### config.mk
export PLATFORM = sky130hd
export DESIGN_NAME = rr_mux_arbiter
export DESIGN_NICKNAME = d
export VERILOG_FILES = /design/src/rtl/rr_mux_arbiter.sv
export SDC_FILE = /design/constraint.sdc
export NUM_CORES = 1
export LEC_CHECK = 0
export CAP_MARGIN = 0
export CORE_MARGIN = 8
export CORE_UTILIZATION = 47
export CTS_BUF_LIST = sky130_fd_sc_hd__clkbuf_4 sky130_fd_sc_hd__clkbuf_8 sky130_fd_sc_hd__clkbuf_16
export DETAILED_ROUTE_END_ITERATION = 12
export PLACE_DENSITY = 0.76
export SYNTH_ARGS = -nofsm -noshare
export SYNTH_HDL_FRONTEND = slang
export SYNTH_SLANG_ARGS = --single-unit
### constraint.sdc
create_clock -name clk -period 2.45 [get_ports clk]
set_input_delay 0.245 -clock clk [delete_from_list [all_inputs] [get_ports clk]]
set_output_delay 0.245 -clock clk [all_outputs]
set_load 0.01 [all_outputs]
### src/rtl/rr_mux_arbiter.sv
// Round-robin arbiter driving the select of a shared 4:1 single-bit mux, with a
// per-grant quantum and a registered mux output. Optional RR_MUX_LOCK_EN adds a lock input.
module rr_mux_arbiter #(
  parameter int QUANTUM = 4
) (
  input  logic       clk,
  input  logic       rst,
  input  logic [3:0] req,
  input  logic [3:0] i,
`ifdef RR_MUX_LOCK_EN
  input  logic       lock,
`endif
  output logic [3:0] gnt,
  output logic [1:0] s,
  output logic       busy,
  output logic       y
);

  localparam int CNT_W = $clog2(QUANTUM + 1);
  localparam logic [CNT_W-1:0] CNT_MAX = CNT_W'(QUANTUM);
  localparam logic [CNT_W-1:0] CNT_ONE = CNT_W'(1);

  typedef enum logic {IDLE, GRANT} state_t;

  state_t           state, state_d;
  logic [1:0]       ptr, ptr_d;
  logic [CNT_W-1:0] cnt, cnt_d;
  logic [1:0]       s_d;
  logic [3:0]       gnt_d;
  logic             busy_d;
  logic             y_d;
  logic [2:0]       pick;
  logic             lock_act;

`ifdef RR_MUX_LOCK_EN
  assign lock_act = lock;
`else
  assign lock_act = 1'b0;
`endif

  // Returns {found, index}; searches p, p+1, p+2, p+3 (mod 4), lowest offset wins.
  function automatic logic [2:0] rr_pick(input logic [3:0] r, input logic [1:0] p);
    logic [2:0] res;
    logic [1:0] idx;
    res = 3'b000;
    for (int k = 3; k >= 0; k--) begin
      idx = p + 2'(k);
      if (r[idx]) res = {1'b1, idx};
    end
    return res;
  endfunction

  always_ff @(posedge clk) begin
    if (rst) begin
      state <= IDLE;
      ptr   <= 2'd0;
      cnt   <= '0;
      s     <= 2'd0;
      gnt   <= 4'b0000;
      busy  <= 1'b0;
      y     <= 1'b0;
    end else begin
      state <= state_d;
      ptr   <= ptr_d;
      cnt   <= cnt_d;
      s     <= s_d;
      gnt   <= gnt_d;
      busy  <= busy_d;
      y     <= y_d;
    end
  end

  always_comb begin
    state_d = state;
    ptr_d   = ptr;
    cnt_d   = cnt;
    s_d     = s;
    pick    = 3'b000;
    case (state)
      IDLE: begin
        pick = rr_pick(req, ptr);
        if (pick[2]) begin
          state_d = GRANT;
          s_d     = pick[1:0];
          cnt_d   = CNT_ONE;
        end
      end
      GRANT: begin
        if (req[s] && (cnt < CNT_MAX)) begin
          cnt_d = cnt + CNT_ONE;
        end else if (req[s] && lock_act) begin
          cnt_d = CNT_MAX;
        end else begin
          // Release and re-arbitrate in the same cycle so there is no idle bubble.
          ptr_d = s + 2'd1;
          pick  = rr_pick(req, s + 2'd1);
          if (pick[2]) begin
            s_d   = pick[1:0];
            cnt_d = CNT_ONE;
          end else begin
            state_d = IDLE;
            cnt_d   = '0;
          end
        end
      end
      default: state_d = IDLE;
    endcase
  end

  // y uses the pre-edge busy/s, so it trails the grant by one cycle.
  always_comb begin
    gnt_d  = (state_d == GRANT) ? (4'b0001 << s_d) : 4'b0000;
    busy_d = (state_d == GRANT);
    y_d    = busy ? i[s] : 1'b0;
  end

endmodule

==> results_dict.tcl <==
set metrics [dict create \
    status "complete, no violations" \
    r2r-start "s[1]$_SDFF_PP0_" \
    finalNonFillerCells 123 \
    synth_edf_count 0 \
    cts.htree.levels 1 \
    min_period_ps 1980 \
    critPathCaptureType "flip-flop" \
    ys_seq_elements 13 \
    p_clk_share_pct 25.0 \
    routed_via_density 5.92 \
    yosysSeqAreaShare_pct 34.0 \
    via_count 728 \
    rows 14 \
    p_switching_mw 0.161 \
    synthArstFlopShare_pct 0 \
    synthesis.instances 89 \
    period_share_pct 80.9 \
    skew_ps 3.52 \
    root_buffer "clkbuf_4" \
    critPathRequiredTime_ps 2630 \
    drtIter0Drc 25 \
    diodes 0 \
    cellPowerDensity_nw_per_um2 566 \
    avgSynthCellArea_um2 8.60 \
    p_comb_share_pct 29.9 \
    fp.dieW_um 56.4 \
    clk_path_buf_depth 2 \
    start_util_pct 50.2 \
    clock_latency_ps 270 \
    synth_fp_nets 100 \
    wl_um 1880 \
    swShare_pct 29.1 \
    cts_hold_buf 0 \
    setup_viol 0 \
    p_leak_nw 0.381 \
    antenna_found_initial 0 \
    worstHoldStart "ptr[0]$_SDFFE_PP0P_" \
    netlist_top_cells_area "dfxtp_1, nand2b_1, nor4_2, nor2_1, a21oi_1" \
    ios 18 \
    max_freq_ghz 0.504 \
    dieHeight_um 56.4 \
    dr.pass1.iters 4 \
    wl_per_cell_um 15.3 \
    postCtsSetupBuffers 0 \
    fin_util_pct 64.0 \
    cp.arrival_ps 2160 \
    cts.sinks 13 \
    cts_inserted_buffers 3 \
    relSlewSlack_pct 71.7 \
    clk_pin_slew_worst_paths_ps 70 \
    synth_area_um2 766 \
    grt_pass1_wl_um 3200 \
    setup_tns_ps 0 \
    core-area_um2 1520 \
    final_common_cell "clkdlybuf4s50_1" \
    die_area_um2 3180 \
    drc 0 \
    cp-startpoint "req[3]" \
    hold_path.class "reg2reg" \
    dp_hpwl_um 1440 \
    io_buffers 17 \
    drive_above_1_share_pct 12.1 \
    drv_cap 0 \
    startpoint_type "input pin" \
    cp_max_fo 10 \
    slew_violations 0 \
    synthToLayoutAreaGrowth_pct 27.5 \
    yosysTopAreaCell "dfxtp_1" \
    cts_tree "done" \
    p_int_mw 0.392 \
    placed_cells 119 \
    grt_max_degree 12 \
    final_nets 119 \
    track_usage_pct 11.9 \
    synth.top_cell.area_share_pct 34.0 \
    synth-main-ff-cell "dfxtp_1" \
    peakVddDrop_uv 417 \
    pwr-share-seq_pct 45.1 \
    synth.distinct_cells 33 \
    ant_nets 0 \
    crit_type "in2reg" \
    postCtsResizedCells 0 \
    hold_violations 0 \
    grt_remaining_overflow 0 \
    grt_pass1_vias 703 \
    tightest_slew_ps 423 \
    final_cell_mix "clkdlybuf4s50_1, dfxtp_1, nor2_1, nand2b_1, a21oi_1" \
    rsz0062_at_grt "false" \
    yosysWarnings 0 \
    place_congestion 0.900 \
]
==> path summary, 6_finish.rpt <==
path                         end  slack (ps)  depth (start not counted)
max            gnt[1]$_SDFF_PP0_         470                          6
min          ptr[0]$_SDFFE_PP0P_         550                          2
max reg2reg    gnt[1]$_SDFF_PP0_         520                          5
min reg2reg  ptr[0]$_SDFFE_PP0P_         550                          2
==> Yosys cell counts (all sizes together), types with 3 or more instances <==
cell type,instances
a31oi,3
nand2b,6
nor2,9
mux2i,3
o21ai,3
nor4,3
nor2b,3
nand2,5
dfxtp,13
a21oi,6
buf,6
a211oi,4
and3,4
inv,3
==> stage by stage <==
step	total power, mW	hold slack, ps	cell area [µm²]	worst slack (ps)
floorplan	0.356	333	766	640
global placement	0.416	519	946	246
detailed placement	0.420	541	946	206
CTS	0.558	550	976	497
global route	0.588	579	976	367
finish	0.553	547	976	467
==> state kept, by name, indices dropped and copies added (netlist names) <==
| register | flops |
|---|---|
| cnt | 3 |
| gnt | 4 |
| ptr | 2 |
| s | 2 |
| state | 1 |
| y | 1 |
==> routing by layer <==
| metal | routed length [µm] | up-vias | track usage, % |
|---|---|---|---|
| met1 | 817 | 343 | 14.5 |
| met3 | 143 | 0 | 5.17 |
| met5 | 0 | - | 0 |
| met2 | 916 | 23 | 18.9 |
| li1 | - | 362 | - |
| met4 | 0 | 0 | 2.75 |
==> power groups by stage <==
| stage | clock network, mW | logic [mW] | registers [mW] |
|---|---|---|---|
| global placement | 0 | 0.163 | 0.253 |
| finish | 0.138 | 0.165 | 0.249 |
| global route | 0.154 | 0.181 | 0.253 |
| floorplan | 0 | 0.103 | 0.253 |
| detailed placement | 0 | 0.165 | 0.254 |
| CTS | 0.142 | 0.166 | 0.249 |
==> cell families after synthesis <==
kind of cell / count (synthesis) / share of synthesized area, %
AOI/OAI and AO/OA: 25 / 22.2
buffers and inverters: 10 / 6.70
and+or+nand+nor: 35 / 27.0
DFF: 13 / 34.0
xor gates and xnor gates: 1 / 1.14
adders and majority gates: 1 / 1.63
muxes: 4 / 7.35
==> critical path: stages <==
cell,delay [ps]
clkdlybuf4s50_1,580
mux2i_1,210
o22ai_1,180
a2111o_1,410
a32o_2,310
nor4_2,230
==> area by class of cell <==
class	instances	area (µm²)
Inverter	3	11.3
Clock buffer	4	30.0
Tap cell	16	20.0
Multi-Input combinational cell	66	454
Sequential cell	13	260
Fill cell	135	548
Timing Repair Buffer	21	200
(Power assumes the default switching activity.)
